File: config.mk
export PLATFORM = sky130hd
export DESIGN_NAME = rtu_prio_arb_flat
export DESIGN_NICKNAME = d
export VERILOG_FILES = /design/src/rtl/rtu_prio_arb_if.sv /design/src/rtl/rtu_prio_arb.sv /design/src/flat_wrapper.sv
export SDC_FILE = /design/constraint.sdc
export NUM_CORES = 1
export LEC_CHECK = 0
export ABC_AREA = 1
export CAP_MARGIN = 20
export CELL_PAD_IN_SITES_DETAIL_PLACEMENT = 1
export CELL_PAD_IN_SITES_GLOBAL_PLACEMENT = 2
export CORE_MARGIN = 1.5
export CORE_UTILIZATION = 31
export DETAILED_ROUTE_END_ITERATION = 16
export HOLD_SLACK_MARGIN = 0.03
export PLACE_DENSITY = 0.77
export SETUP_SLACK_MARGIN = 0.2
export SLEW_MARGIN = 25
export SYNTH_ARGS = -nofsm -noshare
export SYNTH_HDL_FRONTEND = slang
export SYNTH_SLANG_ARGS = --single-unit
export TNS_END_PERCENT = 1
File: constraint.sdc
create_clock -name clk -period 3.4 [get_ports clk]
set_input_delay 0.85 -clock clk [delete_from_list [all_inputs] [get_ports clk]]
set_output_delay 0.85 -clock clk [all_outputs]
set_load 0.02 [all_outputs]
File: src/rtl/rtu_prio_arb_if.sv
// Request/grant bundle between a bank of requesters and the rtu_prio_arb arbiter.
// The master side drives the requests and accepts grants; the slave side is the arbiter.
interface rtu_prio_arb_if #(
    parameter int N = 8
);
    localparam int IW = $clog2(N);

    logic [N-1:0]  req;
    logic          rr_en;
    logic          gnt_rdy;
    logic          gnt_vld;
    logic [IW-1:0] gnt_idx;
    logic [N-1:0]  gnt_oh;

    modport master (
        output req,
        output rr_en,
        output gnt_rdy,
        input  gnt_vld,
        input  gnt_idx,
        input  gnt_oh
    );

    modport slave (
        input  req,
        input  rr_en,
        input  gnt_rdy,
        output gnt_vld,
        output gnt_idx,
        output gnt_oh
    );
endinterface

File: src/rtl/rtu_prio_arb.sv
// N-input arbiter, fixed-priority or round-robin, with a registered grant that is
// held until the consumer accepts it; accept and re-arbitration happen in one cycle.
module rtu_prio_arb #(
    parameter int N = 8
) (
    input  logic          clk,
    input  logic          rst_b,
    rtu_prio_arb_if.slave bus
);
    localparam int IW = $clog2(N);
    localparam logic [IW:0]   N_W      = (IW+1)'(N);
    localparam logic [IW-1:0] LAST_IDX = IW'(N - 1);

    typedef enum logic [0:0] {
        IDLE  = 1'b0,
        GRANT = 1'b1
    } state_t;

    state_t        state_r;
    state_t        state_nxt_s;
    logic [IW-1:0] ptr_r;
    logic [IW-1:0] ptr_nxt_s;
    logic          gnt_vld_r;
    logic          gnt_vld_nxt_s;
    logic [IW-1:0] gnt_idx_r;
    logic [IW-1:0] gnt_idx_nxt_s;
    logic [N-1:0]  gnt_oh_r;
    logic [N-1:0]  gnt_oh_nxt_s;
    logic          accept_s;
    logic [IW-1:0] start_s;
    logic [IW:0]   win_s;
    logic          win_found_s;
    logic [IW-1:0] win_idx_s;
    logic [N-1:0]  win_oh_s;

    // First set request searching circularly from start; MSB of the result flags a hit.
    function automatic logic [IW:0] pick_winner(input logic [N-1:0] req_v,
                                                input logic [IW-1:0] start_v);
        logic          found_v;
        logic [IW-1:0] idx_v;
        logic [IW:0]   j_v;
        found_v = 1'b0;
        idx_v   = {IW{1'b0}};
        for (int i = 0; i < N; i++) begin
            j_v = {1'b0, start_v} + (IW+1)'(i);
            if (j_v >= N_W) begin
                j_v = j_v - N_W;
            end else begin
                j_v = j_v;
            end
            if (!found_v && req_v[j_v[IW-1:0]]) begin
                found_v = 1'b1;
                idx_v   = j_v[IW-1:0];
            end else begin
                found_v = found_v;
            end
        end
        return {found_v, idx_v};
    endfunction

    // Pointer advance on accept and winner selection using the advanced pointer.
    always_comb begin
        accept_s  = (state_r == GRANT) && bus.gnt_rdy;
        ptr_nxt_s = ptr_r;
        if (accept_s) begin
            ptr_nxt_s = (gnt_idx_r == LAST_IDX) ? {IW{1'b0}} : gnt_idx_r + {{(IW-1){1'b0}}, 1'b1};
        end else begin
            ptr_nxt_s = ptr_r;
        end
        start_s     = bus.rr_en ? ptr_nxt_s : {IW{1'b0}};
        win_s       = pick_winner(bus.req, start_s);
        win_found_s = win_s[IW];
        win_idx_s   = win_s[IW-1:0];
        win_oh_s    = {{(N-1){1'b0}}, 1'b1} << win_idx_s;
    end

    // Next-state and next-output decode; outputs are frozen while a grant waits.
    always_comb begin
        state_nxt_s   = state_r;
        gnt_vld_nxt_s = gnt_vld_r;
        gnt_idx_nxt_s = gnt_idx_r;
        gnt_oh_nxt_s  = gnt_oh_r;
        case (state_r)
            IDLE: begin
                if (win_found_s) begin
                    state_nxt_s   = GRANT;
                    gnt_vld_nxt_s = 1'b1;
                    gnt_idx_nxt_s = win_idx_s;
                    gnt_oh_nxt_s  = win_oh_s;
                end else begin
                    state_nxt_s   = IDLE;
                end
            end
            GRANT: begin
                if (accept_s && win_found_s) begin
                    state_nxt_s   = GRANT;
                    gnt_vld_nxt_s = 1'b1;
                    gnt_idx_nxt_s = win_idx_s;
                    gnt_oh_nxt_s  = win_oh_s;
                end else if (accept_s) begin
                    state_nxt_s   = IDLE;
                    gnt_vld_nxt_s = 1'b0;
                    gnt_oh_nxt_s  = {N{1'b0}};
                end else begin
                    state_nxt_s   = GRANT;
                end
            end
            default: begin
                state_nxt_s   = IDLE;
                gnt_vld_nxt_s = 1'b0;
                gnt_idx_nxt_s = {IW{1'b0}};
                gnt_oh_nxt_s  = {N{1'b0}};
            end
        endcase
    end

    // State, pointer and grant registers.
    always_ff @(posedge clk or negedge rst_b) begin
        if (!rst_b) begin
            state_r   <= IDLE;
            ptr_r     <= {IW{1'b0}};
            gnt_vld_r <= 1'b0;
            gnt_idx_r <= {IW{1'b0}};
            gnt_oh_r  <= {N{1'b0}};
        end else begin
            state_r   <= state_nxt_s;
            ptr_r     <= ptr_nxt_s;
            gnt_vld_r <= gnt_vld_nxt_s;
            gnt_idx_r <= gnt_idx_nxt_s;
            gnt_oh_r  <= gnt_oh_nxt_s;
        end
    end

    assign bus.gnt_vld = gnt_vld_r;
    assign bus.gnt_idx = gnt_idx_r;
    assign bus.gnt_oh  = gnt_oh_r;
endmodule

File: src/flat_wrapper.sv
// flat-port wrapper written by rule: the top's interface ports become plain ports
module rtu_prio_arb_flat 
#(
    parameter int N = 8
)
  (clk, rst_b, bus_req, bus_rr_en, bus_gnt_rdy, bus_gnt_vld, bus_gnt_idx, bus_gnt_oh);
  rtu_prio_arb_if #(.N(N)) bus_i ();
  input  logic clk;
  input  logic rst_b;
  input wire logic [$bits(bus_i.req)-1:0] bus_req;
  input wire logic [$bits(bus_i.rr_en)-1:0] bus_rr_en;
  input wire logic [$bits(bus_i.gnt_rdy)-1:0] bus_gnt_rdy;
  output wire logic [$bits(bus_i.gnt_vld)-1:0] bus_gnt_vld;
  output wire logic [$bits(bus_i.gnt_idx)-1:0] bus_gnt_idx;
  output wire logic [$bits(bus_i.gnt_oh)-1:0] bus_gnt_oh;
  assign bus_i.req = bus_req;
  assign bus_i.rr_en = bus_rr_en;
  assign bus_i.gnt_rdy = bus_gnt_rdy;
  assign bus_gnt_vld = bus_i.gnt_vld;
  assign bus_gnt_idx = bus_i.gnt_idx;
  assign bus_gnt_oh = bus_i.gnt_oh;
  rtu_prio_arb #(.N(N)) u_core (.clk(clk), .rst_b(rst_b), .bus(bus_i));
endmodule
; ---- Word level (Yosys, flattened, before mapping)
; Index checks and enable logic that the tools add are counted.
[word_totals]
out_inout_bits = 12
input_bits = 12
reg_bits = 16
[op_classes]
eq_ne = 4
n_reduce_logical = 18
order_cmp = 16
mux = 58
bitwise_logic = 1
shifts = 1
n_addsub = 16
[ops]
columns = op, n
row1 = $mux W3, 21
row2 = $lt A3 B4 Y1 const B, 8
row3 = $ge A4 B4 Y1 const B, 7
row4 = $bmux W1 S3, 8
row5 = $mux W8, 3
row6 = $sub A3 B1 Y3 const B, 8
row7 = $mux W1, 22
row8 = $add A3 B3 Y4 const B, 4
row9 = $pmux W8 S2, 1
row10 = $logic_and A1 B1 Y1, 9
row11 = $add A3 B2 Y4 const B, 2
row12 = $shl A1 B3 Y8 const A, 1
row13 = $logic_not A1 Y1, 7
row14 = $pmux W3 S2, 1
row15 = $add A3 B1 Y4 const B, 1
row16 = $ge A3 B4 Y1 const B, 1
row17 = $pmux W1 S2, 2
row18 = $reduce_and A2 Y1, 2
row19 = $add A3 B1 Y3 const B, 1
row20 = $eq A3 B3 Y1 const B, 1
row21 = $ne A3 B3 Y1 const B, 1
row22 = $ne A2 B1 Y1 const B, 1
row23 = $ne A2 B2 Y1 const B, 1
row24 = $not A1 Y1, 1

; ---- Longest topological paths before layout
; Gate-level depths: netlist of the first run.
[logic_depth]
depth_word = 33
mapped_depth = 26

; ---- Worst setup path after synthesis of the first run
; OpenSTA, ideal clock, no wires.
[synth_timing]
kind = in2reg
start = input port bus_gnt_rdy
end = register u_core.gnt_oh_r[6], in the netlist u_core.bus.gnt_oh[6]
n_path_buf = 1
t_required_ns = 3.284
setup_slack_ns = 0.371
setup_ns = 0.116
path_stages = 21
arrival_time_ns = 2.913
path_cell_list = nand2_4 inv_4 nand2_4 nand3_4 buf_6 inv_1 ha_1 inv_1 nand3_1 nand3_2 nand2_4 nor2_4 nand4_4 nor2_8 nand3_2 nand2_4 inv_2 nand2_1 inv_2 nand2_1 nand2_1
[synth_between]
elab_chain_len = 32
elab_cells_between_ends = 88
classes_between = add/sub (15) / order compare (8) / eq/ne (2) / shift (1) / mux (45) / reduce/logical (17)
[synth_rtl]
columns = element, line_no
row1 = start: declaration, flat_wrapper.sv:12  ; input wire logic [$bits(bus_i.gnt_rdy)-1:0] bus_gnt_rdy;
row2 = $logic_and A1 B1 Y1 (*), rtu_prio_arb.sv:63  ; accept_s = (state_r == GRANT) && bus.gnt_rdy;
row3 = "parallel branches: the longest is 31 deep, another holds $add A3 B1 Y4", --
row4 = end signal: assignment, rtu_prio_arb.sv:124  ; gnt_oh_r <= {N{1'b0}};
row5 = end signal: assignment, rtu_prio_arb.sv:130  ; gnt_oh_r <= gnt_oh_nxt_s;
row6 = end: declaration, rtu_prio_arb.sv:27  ; logic [N-1:0] gnt_oh_r;
; Every way passes the cells marked *. The select of a mux whose other input is x is not followed.
; A chain may end at the register's enable or synchronous reset.

; ---- Worst setup path after layout of the first run
[layout_timing]
start = register u_core.gnt_idx_r[0], in the netlist u_core.bus.gnt_idx[0]
end = register u_core.gnt_oh_r[4], in the netlist u_core.bus.gnt_oh[4]
[layout_between]
elab_chain_len = 33
elab_cells_between_ends = 90
classes_between = add/sub (16) / order compare (8) / eq/ne (3) / shift (1) / mux (46) / reduce/logical (16)
[layout_rtl]
columns = element, line_no
row1 = start: declaration, rtu_prio_arb.sv:25  ; logic [IW-1:0] gnt_idx_r;
row2 = start signal: assignment, rtu_prio_arb.sv:123  ; gnt_idx_r <= {IW{1'b0}};
row3 = start signal: assignment, rtu_prio_arb.sv:129  ; gnt_idx_r <= gnt_idx_nxt_s;
row4 = $add A3 B1 Y3 / $eq A3 B3 Y1 (equally long branches), rtu_prio_arb.sv:66  ; ptr_nxt_s = (gnt_idx_r == LAST_IDX) ? {IW{1'b0}} : gnt_idx_r + {{(IW-1){1'b0}}, 1'b1};
row5 = $mux W3 (*), rtu_prio_arb.sv:66
row6 = $mux W3 (*), rtu_prio_arb.sv:65  ; if (accept_s) begin
row7 = $mux W3 (*), rtu_prio_arb.sv:70  ; start_s = bus.rr_en ? ptr_nxt_s : {IW{1'b0}};
row8 = "parallel branches: the longest is 29 deep, another holds $add A3 B1 Y4", --
; Marks and branches as above.

==> results.yml, run 1 <==
status:
  status: "finished, final reports clean"
logic_synthesis:
  synth_warnings: 0
  syn_nets: 290
  async_flop_share: 1.00
  synth_edf_count: 0
  synth_ff_type: "dfrtp_1"
  synthCells: 274
  synth.distinct_cells: 31
  synth-seq-cells: 16
  avgSynthCellArea_um2: 6.84
  yosysSeqAreaShare: 0.214
  syn_area_mm2: 0.00187
setup_path:
  endpoint_kind: "flop"
  startpoint_type: "flop"
  cp.arrival_ns: 3.19
  crit_type: "reg2reg"
  critPathSlowestCell: "dfrtp_1"
  worstPathMaxFanout: 7
  max_stage_delay_ns: 0.42
  timing.reg2reg.setup_slack_ns: 0.38
  path_cells: "ha_2 -> ha_2 -> inv_2 -> nand2_2 -> nand2_4 -> nand3_4 -> inv_2 -> ha_2 -> buf_4 -> nand3_2 -> nand3_2 -> nand2_4 -> nor2_4 -> buf_4 -> nand3_1 -> nand2_1 -> nor2_2 -> nand3_2 -> o21ai_4 -> nand2_2 -> o21bai_1"
  worstPathRequired_ns: 3.57
sta:
  period_needed_ns: 3.02
  fmax_mhz: 331
  worst_pin_slew_ns: 0.737
  hold_viol_final: 0
  worst_slack_ns: 0.383
  post-route-period-util: 0.887
  final.setup_skew_ns: 0.00374
  slew_headroom: 0.507
  setup-violations-final: 0
  drv_slew: 0
  rsz0062_at_grt: "no"
layout:
  layout_common_cells: "94 x nand2_1, 37 x buf_4, 24 x nand3_1"
  nNetsFinal: 349
  diodes: 0
  nFillCells: 769
  layout-drive-gt1-share: 0.358
  area_delta_synth_final_pct: 36.4
  utilization: 0.435
  multiInputGateArea_mm2: 0.00138
  final_common_cell: "nand2_1"
  seq_area_um2: 400
  stdcell_count: 407
placed_design:
  portBuffers: 23
  dpl_worst_slack_ns: -0.278
  dpl.cell_count: 395
  dp_hpwl_um: 4660
  globalplace.congestion: 0.861
routing:
  drc: 0
  totalWireLength_um: 5780
  vias_per_cell: 4.78
  drtPass1Iterations: 4
  vias: 1946
  wl_per_cell_um: 14.2
  drtAntennaViolNets: 0
  drtIter0Drc: 52
grt:
  use_met3: 0.00674
  track_usage: 0.185
  grt-busiest-layer: "met2"
  grt_pass1_wl_um: 9450
  overflow: 0
  met2_usage: 0.365
  grt_pass1_vias: 2052
  grt_start_max_net_pins: 17
  use_met1: 0.223
  antenna_found_initial: 0
power:
  ir_drop_v: 0.000350
  power-per-cell-area_mw_per_mm2: 905
  p_leak_nw: 1.33
  power_w: 0.00231
die:
  dieArea_mm2: 0.00652
  start_util: 0.318
  die_h_um: 80.8
  ios: 24
  fp-row-count: 28
  die_w_um: 80.8
  coreArea_mm2: 0.00589
clock_network:
  insertion_delay_ns: 0.24
  cts_buffers: 3
  clk_pin_slew_ns: 0.06
  clock-sinks: 16
  cts_root_buf: "clkbuf_8"
  htreeDepth: 1
  clock_path_buffers: 2
  cts_tree: "built"
min_path:
  hold_path.class: "reg2reg"
flow_run:
  cap_violations: 0
==> cells in the mapped netlist, types with 2 or more instances <==
library cell	count	area (um2)
buf_6	5	56.3
inv_2	7	26.3
nand2_2	10	62.6
o21bai_1	3	22.5
nand4_2	3	37.5
nand4_1	14	87.6
nand2_4	9	101
and2_1	2	12.5
inv_1	24	90.1
o21ai_0	5	25.0
nand3_1	29	145
nand2_1	99	372
ha_1	4	50.1
dfrtp_1	16	400
nor2_1	13	48.8
nor2_2	3	18.8
nand3_2	14	140
==> final cells by class <==
| class | count | share of cell area |
|---|---|---|
| repair buffers | 61 | 0.198 |
| clock buffers | 4 | 0.0215 |
| flip-flops and latches | 16 | 0.157 |
| well taps | 75 | 0.0367 |
| inverters | 32 | 0.0489 |
| multi-input cells | 219 | 0.538 |
==> sequential cells by signal, summed over array words and instances (netlist names) <==
name	count
u_core.state_r	1
u_core.bus.gnt_idx	3
u_core.ptr_r	3
u_core.bus.gnt_vld	1
u_core.bus.gnt_oh	8
==> per-layer routing <==
layer  vias up  part of all wire
met3         2             0.011
met1       925              0.45
met4         0            0.0043
met2        14              0.54
li1       1005                 -
met5         -                 0
==> worst paths after layout <==
check | start | end | cells past startpoint
min in group asynchronous | rst_b | u_core.bus.gnt_idx[1]$_DFFE_PN0P_ | 1
hold reg to reg | u_core.bus.gnt_oh[1]$_DFFE_PN0P_ | u_core.bus.gnt_oh[1]$_DFFE_PN0P_ | 2
setup reg to reg | u_core.bus.gnt_idx[0]$_DFFE_PN0P_ | u_core.bus.gnt_oh[4]$_DFFE_PN0P_ | 21
setup / recovery | u_core.bus.gnt_idx[0]$_DFFE_PN0P_ | u_core.bus.gnt_oh[4]$_DFFE_PN0P_ | 21
hold / removal | u_core.bus.gnt_oh[1]$_DFFE_PN0P_ | u_core.bus.gnt_oh[1]$_DFFE_PN0P_ | 2
max in group asynchronous | rst_b | u_core.bus.gnt_idx[2]$_DFFE_PN0P_ | 1
==> worst max-delay path: cells and delay by family (launching register included) <==
kind | cells | cell delay, ns
simple gates | 12 | 1.00
fa+ha+maj | 3 | 0.65
buf+inv | 4 | 0.43
compound gates | 2 | 0.42
flops | 1 | 0.42
==> per-stage QoR <==
stage	cell area, um2	setup TNS (ns)	hold WS, ns
floorplan	1870	0	0.517
global placement	2350	-1.95	0.464
detailed placement	2350	-2.54	0.468
CTS	2440	0	0.486
global route	2560	0	0.505
finish	2560	0	0.481
==> cell families (layout without fill, tap and decap cells) <==
kind of cell	Yosys count	after routing	share of synthesized area
compound gates	13	13	0.0594
xor+xnor	2	2	0.0134
fa+ha+maj	4	4	0.0267
buf+inv	39	97	0.102
flops	16	16	0.214
simple gates	200	200	0.585
==> power breakdown <==
| part | total (W) | internal (W) | switching (W) | leakage, nW |
|---|---|---|---|---|
| logic | 0.00186 | 0.000725 | 0.00113 | 1.10 |
| clock network | 0.000166 | 0.000103 | 0.0000633 | 0.0288 |
| registers | 0.000293 | 0.000254 | 0.0000395 | 0.202 |
==> timing repair <==
action / CTS / global route
buffers inserted: 4 / 4
cloned: 0 / 0
hold endpoints to repair: 0 / 0
endpoints found under the setup margin: 12 / 11
hold buffers: 0 / 0
resized for setup: 4 / 29
pin swaps: 2 / 11
(Power assumes the default switching activity.)
==> run 2: changes to the inputs <==
Settings changed: CTS_CLUSTER_SIZE set to 24.
==> results of run 2 <==
No change in the layout: final DEF, timing and power equal those of run 1.
==> run 3: changes to the inputs <==
Settings changed: CORE_UTILIZATION 31 to 33, PLACE_DENSITY 0.77 to 0.87.
Clock period 3.4 ns to 3.5 ns, I/O delays scaled along.
==> run 3 against run 2 <==
Effect of this change:
- wire length is 4.1% lower
- power fell by 8.9%
- sequential share of layout area grew 0.71 points
- via count increased by 0.15%
- combinational power fell by 11%
==> results.yml, run 3 (same netlist as run 1, synthesis figures left out) <==
sta:
  final.setup_skew_ns: 0.000686
  worst_pin_slew_ns: 0.721
  post-route-period-util: 0.888
  hold_viol_final: 0
  rsz0062_at_grt: "no"
  tns_ns: 0
  fmax_mhz: 322
  setup-violations-final: 0
  period_needed_ns: 3.11
  timing.hold.ws_ns: 0.483
  slew_headroom: 0.518
  drv_slew: 0
power:
  netSwitchingPower_w: 0.00112
  switching_share: 0.531
  p_int_w: 0.000989
  ir_drop_v: 0.000379
  power_w: 0.00211
  seqPwrFrac: 0.134
  power-per-cell-area_mw_per_mm2: 862
  p_leak_nw: 1.28
  power_frac_clock: 0.077
  p_comb_frac: 0.789
setup_path:
  regToRegStartpoint: "u_core.bus.gnt_idx[0]$_DFFE_PN0P_"
  endpoint_kind: "flop"
  startpoint_type: "input port"
  crit_start: "bus_gnt_rdy"
  worstPathRequired_ns: 3.65
  crit_type: "in2reg"
  timing.rr.end: "u_core.bus.gnt_oh[7]$_DFFE_PN0P_"
  worstPathMaxFanout: 6
  cp.arrival_ns: 3.25
  path_cells: "dlygate4sd2_1 -> nand2_4 -> inv_4 -> nand2_2 -> nand3_2 -> inv_2 -> ha_4 -> inv_2 -> nand3_1 -> nand3_2 -> nand2_4 -> nor2_4 -> nand4_4 -> nor2_8 -> buf_4 -> nand3_2 -> nand2_4 -> inv_2 -> nand2_2 -> inv_2 -> nand2_1 -> nand2_1"
  timing.reg2reg.setup_slack_ns: 0.46
  critical_path_buf_inv_count: 7
  max_stage_delay_ns: 0.27
  critPathSlowestCell: "dlygate4sd2_1"
  r2r.worst_path.cells: 23
  cpLargestDelayFamily: "simple AND/OR/NAND/NOR gates"
  cp_common_cell: "inv_2"
status:
  status: "finished, final reports clean"
min_path:
  hold_start: "u_core.bus.gnt_oh[3]$_DFFE_PN0P_"
  hold_path.class: "reg2reg"
  hold_depth: 2
  worstHoldEndpoint: "u_core.bus.gnt_oh[3]$_DFFE_PN0P_"
clock_network:
  holdBufCountCts: 0
  insertion_delay_ns: 0.25
  clk_pin_slew_ns: 0.06
  clock-sinks: 16
  cts_root_buf: "clkbuf_8"
  cts_tree: "built"
  clock_path_buffers: 2
  cts_buffers: 3
  htreeDepth: 1
die:
  die_h_um: 78.4
  dieArea_mm2: 0.00614
  start_util: 0.340
  die_w_um: 78.4
  fp-row-count: 27
  coreArea_mm2: 0.00551
  ios: 24
layout:
  final_common_cell: "nand2_1"
  area_delta_synth_final_pct: 30.5
  diodes: 0
  utilization: 0.444
  nNetsFinal: 340
  stdcell_count: 395
  layout-drive-gt1-share: 0.291
  layout_common_cells: "96 x nand2_1, 29 x nand3_1, 27 x buf_4"
  largest_reg_flops: 8
grt:
  overflow: 0
  grt_pass1_wl_um: 9670
  grt_start_max_net_pins: 17
  grt_pass1_vias: 2043
  track_usage: 0.198
  antenna_found_initial: 0
routing:
  vias_per_cell: 4.93
  wl_per_cell_um: 14.0
  drtAntennaViolNets: 0
  drc: 0
  drtPass1Iterations: 4
  totalWireLength_um: 5540
  drtIter0Drc: 46
  vias: 1949
placed_design:
  dp_hpwl_um: 4530
  dpl.cell_count: 387
  portBuffers: 23
  globalplace.congestion: 0.823
flow_run:
  cap_violations: 0
run 3: how the worst max path moves through the flow:
| stage | slack, ns | endpoint | cells past startpoint |
|---|---|---|---|
| 6_report | 0.39 | u_core.bus.gnt_oh[7]$_DFFE_PN0P_ | 22 |
| 3_5_place_dp | -0.21 | u_core.bus.gnt_oh[0]$_DFFE_PN0P_ | 20 |
| 3_3_place_gp | -0.08 | u_core.bus.gnt_oh[0]$_DFFE_PN0P_ | 20 |
| 2_1_floorplan | 0.45 | u_core.bus.gnt_oh[6]$_DFFE_PN0P_ | 21 |
| 4_1_cts | 0.30 | u_core.bus.gnt_oh[4]$_DFFE_PN0P_ | 20 |
| 5_1_grt | 0.21 | u_core.bus.gnt_oh[6]$_DFFE_PN0P_ | 21 |
run 3: power by group through the flow:
stage	clock network (W)	logic [W]	registers (W)
after floorplan	0	0.00106	0.000334
after global placement	0	0.00158	0.000283
after detailed placement	0	0.00161	0.000288
after CTS	0.000169	0.00165	0.000285
after global routing	0.000179	0.00185	0.000289
final	0.000163	0.00166	0.000283
run 3: repair_timing:
action	CTS	global route
endpoints found under the setup margin	10	10
hold endpoints to repair	0	0
buffers inserted	3	1
gates resized for setup	6	5
pin swaps	2	2
run 3: metrics by stage:
step                cell area (um2)  setup slack, ns
finish                         2450            0.393
global route                   2450            0.207
CTS                            2420            0.301
detailed placement             2340           -0.208
global placement               2340          -0.0823
floorplan                      1870            0.446
run 3: layer usage:
metal | routed length (um) | part of all wire | vias up | GRT usage
li1 | - | - | 986 | -
met1 | 2480 | 0.45 | 919 | 0.234
met2 | 2850 | 0.51 | 35 | 0.371
met3 | 106 | 0.019 | 9 | 0.0151
met4 | 103 | 0.019 | 0 | 0.0696
met5 | 0 | 0 | - | 0
run 3: layout make-up:
| type | instances | area (um2) |
|---|---|---|
| timing repair buffer | 52 | 470 |
| sequential | 16 | 400 |
| tap | 72 | 90.1 |
| inverter | 32 | 123 |
| multi-input combinational | 219 | 1310 |
| fill | 731 | 3060 |
| clock buffer | 4 | 55.1 |
run 3: tightest hold or removal path: cells and delay by family, from the launching register on:
| family | cells | cell delay (ns) |
|---|---|---|
| flip-flops | 1 | 0.34 |
| AND/OR/NAND/NOR | 2 | 0.11 |
